### config.mk
export PLATFORM = sky130hd
export DESIGN_NAME = arm_master_bridge
export DESIGN_NICKNAME = d
export VERILOG_FILES = /design/src/rtl/arm_master_bridge.sv
export SDC_FILE = /design/constraint.sdc
export NUM_CORES = 1
export LEC_CHECK = 0
export ABC_CLOCK_PERIOD_IN_PS = 3700
export BUFFER_PORTS_ARGS = -buffer_cell sky130_fd_sc_hd__buf_2
export CAP_MARGIN = 0
export CORE_MARGIN = 5
export CORE_UTILIZATION = 48
export DETAILED_ROUTE_END_ITERATION = 8
export PLACE_DENSITY = 0.84
export SYNTH_ARGS = -nofsm -noshare
export SYNTH_HDL_FRONTEND = slang
export SYNTH_SLANG_ARGS = --single-unit
### constraint.sdc
create_clock -name clk_proc -period 3.7 [get_ports clk_proc]
set_input_delay 0.37 -clock clk_proc [delete_from_list [all_inputs] [get_ports clk_proc]]
set_output_delay 0.37 -clock clk_proc [all_outputs]
set_load 0.01 [all_outputs]
### src/rtl/arm_master_bridge.sv
// ARM lightweight-master to GPStudio parameter-bus bridge.
// Window decode, byte-to-word addressing, single-cycle strobes, sticky error.
module arm_master_bridge #(
    parameter int                           MASTER_ADDR_WIDTH = 32,
    parameter int                           SLAVE_ADDR_WIDTH  = 4,
    parameter logic [MASTER_ADDR_WIDTH-1:0] BASE_ADDR         = '0,
    parameter int                           READ_LATENCY      = 1,
    parameter logic [31:0]                  MISS_DATA         = 32'hDEADBEEF
) (
    input  logic                         clk_proc,
    input  logic                         reset_n,
    input  logic [MASTER_ADDR_WIDTH-1:0] master_addr_i,
    input  logic                         master_wr_i,
    input  logic                         master_rd_i,
    input  logic [31:0]                  master_datawr_i,
    output logic [31:0]                  master_datard_o,
    output logic                         master_waitreq_o,
    output logic [SLAVE_ADDR_WIDTH-1:0]  bus_addr_o,
    output logic                         bus_wr_o,
    output logic                         bus_rd_o,
    output logic [31:0]                  bus_datawr_o,
    input  logic [31:0]                  bus_datard_i,
    output logic                         err_o,
    input  logic                         err_clear_i
);

    localparam int          LSB = SLAVE_ADDR_WIDTH + 2;
    localparam logic [3:0]  RL  = 4'(READ_LATENCY);

    typedef enum logic [1:0] {IDLE, WRITE, READ_WAIT, ACK} state_e;

    state_e                      state_q, state_d;
    logic [3:0]                  cnt_q, cnt_d;
    logic                        waitreq_q, waitreq_d;
    logic [31:0]                 datard_q, datard_d;
    logic [SLAVE_ADDR_WIDTH-1:0] addr_q, addr_d;
    logic                        wr_q, wr_d;
    logic                        rd_q, rd_d;
    logic [31:0]                 datawr_q, datawr_d;
    logic                        err_q, err_d;
    logic                        err_set;
    logic                        hit;

    assign hit = (master_addr_i[MASTER_ADDR_WIDTH-1:LSB] ==
                  BASE_ADDR[MASTER_ADDR_WIDTH-1:LSB]) &&
                 (master_addr_i[1:0] == 2'b00);

    always_comb begin
        state_d   = state_q;
        cnt_d     = cnt_q;
        waitreq_d = 1'b1;
        datard_d  = datard_q;
        addr_d    = addr_q;
        wr_d      = 1'b0;
        rd_d      = 1'b0;
        datawr_d  = datawr_q;
        err_set   = 1'b0;
        case (state_q)
            IDLE: begin
                if (master_wr_i || master_rd_i) begin
                    if (!hit) begin
                        // Misses complete immediately without a bus strobe
                        err_set   = 1'b1;
                        waitreq_d = 1'b0;
                        state_d   = ACK;
                        if (!master_wr_i) datard_d = MISS_DATA;
                    end else if (master_wr_i) begin
                        addr_d   = master_addr_i[LSB-1:2];
                        datawr_d = master_datawr_i;
                        wr_d     = 1'b1;
                        state_d  = WRITE;
                    end else begin
                        addr_d  = master_addr_i[LSB-1:2];
                        rd_d    = 1'b1;
                        cnt_d   = RL;
                        state_d = READ_WAIT;
                    end
                end
            end
            WRITE: begin
                waitreq_d = 1'b0;
                state_d   = ACK;
            end
            READ_WAIT: begin
                if (cnt_q == 4'd0) begin
                    datard_d  = bus_datard_i;
                    waitreq_d = 1'b0;
                    state_d   = ACK;
                end else begin
                    cnt_d = cnt_q - 4'd1;
                end
            end
            ACK:     state_d = IDLE;
            default: state_d = IDLE;
        endcase
        err_d = err_set | (err_q & ~err_clear_i);
    end

    always_ff @(posedge clk_proc or negedge reset_n) begin
        if (!reset_n) begin
            state_q   <= IDLE;
            cnt_q     <= 4'd0;
            waitreq_q <= 1'b1;
            datard_q  <= 32'd0;
            addr_q    <= '0;
            wr_q      <= 1'b0;
            rd_q      <= 1'b0;
            datawr_q  <= 32'd0;
            err_q     <= 1'b0;
        end else begin
            state_q   <= state_d;
            cnt_q     <= cnt_d;
            waitreq_q <= waitreq_d;
            datard_q  <= datard_d;
            addr_q    <= addr_d;
            wr_q      <= wr_d;
            rd_q      <= rd_d;
            datawr_q  <= datawr_d;
            err_q     <= err_d;
        end
    end

    assign master_waitreq_o = waitreq_q;
    assign master_datard_o  = datard_q;
    assign bus_addr_o       = addr_q;
    assign bus_wr_o         = wr_q;
    assign bus_rd_o         = rd_q;
    assign bus_datawr_o     = datawr_q;
    assign err_o            = err_q;

endmodule

# After elaboration in Yosys (flattened, before gate mapping)
# Index checks and enable logic that the tools add are counted.
word_totals:
  input_bits: 101
  register_bits: 78
  mem_bits_ro: 0
  elab_cells: 64
  memories: 0
  ram_bits: 0
  out_inout_bits: 72
  latch_bits: 0
op_classes:
  div_mod_pow: 0
  n_reduce_logical: 12
  eq_ne: 9
  mul: 0
  addsub: 1
  bitwise_logic: 3
  n_mux: 30
  shift: 0
  magnitude_cmp: 0
ops:
  columns: ["cell", "n"]
  rows:
  - ["$mux 32", 4]
  - ["$pmux 32 s2", 1]
  - ["$logic_not 26->1", 1]
  - ["$mux 4", 4]
  - ["$mux 1", 14]
  - ["$ne 2x2->1 const B", 6]
  - ["$reduce_and 5->1", 2]
  - ["$mux 2", 4]
  - ["$pmux 2 s4", 1]
  - ["$pmux 4 s2", 1]
  - ["$eq 2x2->1 const B", 2]
  - ["$logic_not 2->1", 2]
  - ["$logic_not 4->1", 1]
  - ["$reduce_and 4->1", 1]
  - ["$sub 4x1->4 const B", 1]
  - ["$pmux 1 s3", 1]
  - ["$reduce_and 3->1", 1]
  - ["$eq 2x1->1 const B", 1]
  - ["$reduce_and 2->1", 1]
  - ["$reduce_bool 2->1", 1]
  - ["$and 1x1->1", 1]
  - ["$logic_and 1x1->1", 1]
  - ["$logic_or 1x1->1", 1]
  - ["$not 1->1", 1]
  - ["$or 1x1->1", 1]

# Depth between registers and ports, before layout
logic_depth:
  ltp_word: 6
  depth_mapped: 8
  ltp_nobuf: 7

# Least setup slack after synthesis
# No wires, ideal clock.
synth_path:
  path_type: "register -> register"
  startpoint: "register state_q[0]"
  endpoint: "register cnt_q[0]"
  t_arrival_ps: 1742
  period_less_slack_ps: 1867
  path_stages_with_launch: 8
  setup_slack_ps: 1833
  required_time_ps: 3575
  setup_time_ps: 125
  path_buffers: 0
  cell_sequence: "dfrtp_1 > inv_1 > ha_1 > nor2b_1 > nand2_1 > a22oi_1 > and2_1 > mux2_2"
synth_between:
  elab_chain_cells: 3
  word_cells_on_any_way: 9
  classes_between: "eq/ne: 5; mux: 1; reduce/logical: 3"
synth_rtl:
  columns: ["item", "line_no", "rtl"]
  rows:
  - ["from (decl)", "32", "state_e state_q, state_d;"]
  - ["from (signal assigned)", "111", "state_q <= state_d;"]
  - ["$eq 2x2->1 or $logic_not 2->1 (tied branches)", "58", "case (state_q)"]
  - ["$ne 2x2->1 (no source line) or $reduce_bool 2->1 (tied branches)", null, null]
  - ["$reduce_and 5->1 (no source line)", null, null]
  - ["to (signal assigned)", "112", "cnt_q <= cnt_d;"]
  - ["to (decl)", "33", "logic [3:0] cnt_q, cnt_d;"]
# Parallel ways exist; a longest one is shown, timed or not.
# A chain may end at the register's enable or synchronous reset.

# Worst setup path after layout
layout_path:
  startpoint: "register state_q[0]"
  endpoint: "register datard_q[9] (netlist: master_datard_o[9])"
layout_between:
  elab_chain_cells: 3
  word_cells_on_any_way: 9
  classes_between: "eq/ne: 5; mux: 1; reduce/logical: 3"
layout_rtl:
  columns: ["item", "line_no", "rtl"]
  rows:
  - ["$eq 2x2->1 or $logic_not 2->1 (tied branches)", "58", null]
  - ["$ne 2x2->1 (no source line) or $reduce_bool 2->1 (tied branches)", null, null]
  - ["$reduce_and 5->1 (no source line)", null, null]
  - ["to (signal assigned)", "114", "datard_q <= datard_d;"]
  - ["to (decl)", "35", "logic [31:0] datard_q, datard_d;"]
# Parallel ways exist; a longest one is shown, timed or not.

==> metrics.csv <==
metric,value,unit
status,completed,
Horiz. Die Dim,93,um
DRC marker count from the first detailed-route iteration,64,
pre-CTS setup slack,1.090,ns
data required time at the worst endpoint,3.97,ns
global-route wire length before repair,12.99,mm
type of element launching the critical path,flip-flop,
cell types with the largest area share after synthesis,"sky130_fd_sc_hd__dfrtp_1 (58%), sky130_fd_sc_hd__mux2_4 (13%), sky130_fd_sc_hd__o22a_1 (6.4%)",
ratio of cells with drive above 1 in the final layout,0.5754,
data arrival time of the worst path,2.70,ns
routed wire length,8.211,mm
worst setup path startpoint,state_q[0],
post-layout worst setup margin,1.269,ns
per-cell routed wire length,17.18,um
length of the first detailed-routing pass in iterations,4,
synthesized cell area,3307,sq um
reg2reg end,master_datard_o[9],
Max-slew headroom,0.3002,
maximum clock path buffer count,2,
slew of the pin with the lowest slew margin,1.050,ns
count of state elements after synthesis,78,
synth-to-layout area growth,32.20,%
clock skew,0.008810,ns
Buffers on Ports,172,
Peak VDD IR,544.8,uV
Worst Setup End Kind,flip-flop,
gr ovfl total,0,
hold-fix buffers at CTS,0,
initial antenna violation count,0,
weighted congestion reported at the end of routability-driven placement,0.7576,
HPWL after detailed placement,6.140,mm
number of clock buffers inserted by TritonCTS,9,
Final Max Tran Viols,0,
CP max FO,24,
fill cell instance count of the final layout,511,
count of different cell masters after synthesis,38,
count of clock tree sinks,78,
Die H,93,um
number of routed nets with antenna violations,0,
Core Box Area,6756,sq um
fraction of post-synthesis cell area in the top cell type by area,0.5827,
Avg Vias per Cell,5.199,
DR vias,2485,
clock slew seen by the registers of the worst setup and hold paths,0.08,ns
instance count of the mapped netlist,219,
highest attainable clock frequency,411.3,MHz
Worst Setup Path Type,flip-flop to flip-flop,
all-layer global routing usage,0.1932,
unrepaired setup endpoints after global routing,false,
Syn Area/Cell,15.10,sq um
yosys synthesis warning count,0,
share of flip-flops with an asynchronous set or reset after synthesis,1.000,
worst min-delay path class,input port to async pin,
Register-to-Register Setup Slack,1.27,ns
antenna fix cells,0,
starting density of the core,0.4894,
number of maximum-capacitance violations,0,
Total Nets Final,500,
"commonest non-fill, non-tap cells in the layout","sky130_fd_sc_hd__buf_2 (171), sky130_fd_sc_hd__dfrtp_1 (77), sky130_fd_sc_hd__mux2_4 (28)",
crit path time final,2.431,ns
final-report hold violation count,0,
overall die area,8649,sq um
final number of setup-violating endpoints,0,
number of global-route vias before repair,2687,
DRC Markers,0,
Final TNS setup,0,ns
number of cells on the worst reg-to-reg path,6,
number of enable flip-flop cells after synthesis,0,
launch instance of the worst register-to-register path,state_q[0],
cell taking the most area after synthesis,sky130_fd_sc_hd__dfrtp_1,
number of ports placed on the die boundary,173,
syn nets,325,
FP Rows,30,
static leakage,2.327,nW
buffers inserted during post-CTS setup optimization,0,
pin count of the biggest net entering global routing,79,
cell at the root of the clock tree,sky130_fd_sc_hd__clkbuf_8,
number of levels in the clock H-tree,3,
Total Power,2.945,mW
Final Cycle Share,0.6571,
number of gates resized after cts,0,
"commonest non-fill, non-tap cell in the layout",sky130_fd_sc_hd__buf_2,
sequential cell area fraction in the yosys report,0.5906,
Skew-Pair Late Insertion Delay,0.34,ns
power per cell area,673.6,nW/um^2
CTS tree,built,
Most used DFF post-synth,sky130_fd_sc_hd__dfrtp_1,
## per-layer routing
metal  share of wire  up-vias  routed length, um  global-route usage
li1                -     1165                  -                   -
met1            0.41     1184               3384              0.2357
met2            0.47      134               3867              0.3155
met3            0.11        2                916             0.08206
met4          0.0052        0                 43             0.05128
met5               0        -                  0                   0
## power by group
group,switching [mW],internal [mW]
Clock,0.300,0.376
Sequential,0.121,1.08
Combinational,0.579,0.489
## worst max-delay path by stage
stage	endpoint	slack, ns	cells past startpoint
5_1_grt	master_datard_o[9]	1.07	6
3_5_place_dp	bus_datawr_o[19]	1.09	6
2_1_floorplan	cnt_q[0]	1.83	7
6_report	master_datard_o[9]	1.27	6
4_1_cts	master_datard_o[9]	1.20	6
3_3_place_gp	bus_datawr_o[17]	1.15	6
## area by class of cell
class,count,area (sq um),area share
clock inverter,6,86.33,0.01975
multi-input combinational,123,1207,0.2762
timing repair buffer,172,863.3,0.1975
sequential,78,1953,0.4468
clock buffer,9,123.9,0.02833
inverter,10,37.54,0.008586
tap,80,100.1,0.02290
## cell usage after synthesis (all sizes together), types with 4 or more instances
master  instances
nor4            8
buf             8
o21ai           4
mux2           37
a22o            8
inv            10
o22a           24
dfrtp          77
nor2            4
ha              5
## metrics by stage
| stage | utilization | hold slack [ns] | area, sq um | std cells |
|---|---|---|---|---|
| after floorplan | - | 0.07441 | 3307 | 219 |
| after global routing | 0.6470 | 0.1808 | 4372 | 478 |
| after global placement | 0.6159 | 0.4629 | 4161 | 463 |
| after CTS | 0.6470 | 0.1873 | 4372 | 478 |
| final | 0.6470 | 0.1668 | 4372 | 478 |
| after detailed placement | 0.6159 | 0.4714 | 4161 | 463 |
## sequential cells by signal (all words and copies together), names as in the netlist
signal	flops
master_waitreq_o	1
bus_rd_o	1
state_q	2
cnt_q	4
bus_datawr_o	32
master_datard_o	32
bus_addr_o	4
bus_wr_o	1
err_o	1
## worst max-delay path, cell delays in order (launching register included)
cell	delay [ns]
sky130_fd_sc_hd__dfrtp_1	0.41
sky130_fd_sc_hd__inv_1	0.09
sky130_fd_sc_hd__ha_1	0.29
sky130_fd_sc_hd__nor2b_1	0.29
sky130_fd_sc_hd__o21ai_0	0.19
sky130_fd_sc_hd__a21oi_2	0.82
sky130_fd_sc_hd__o22a_1	0.27
## cell families after synthesis
| kind of cell | count (synthesis) | synth area share |
|---|---|---|
| buffers and inverters | 18 | 0.04540 |
| adder cells (fa/ha/maj) | 5 | 0.01892 |
| flip-flops | 78 | 0.5906 |
| AO/OA/AOI/OAI | 52 | 0.1317 |
| AND/OR/NAND/NOR | 28 | 0.05259 |
| multiplexers | 38 | 0.1608 |
No activity file was read; power rests on OpenSTA's default activity.
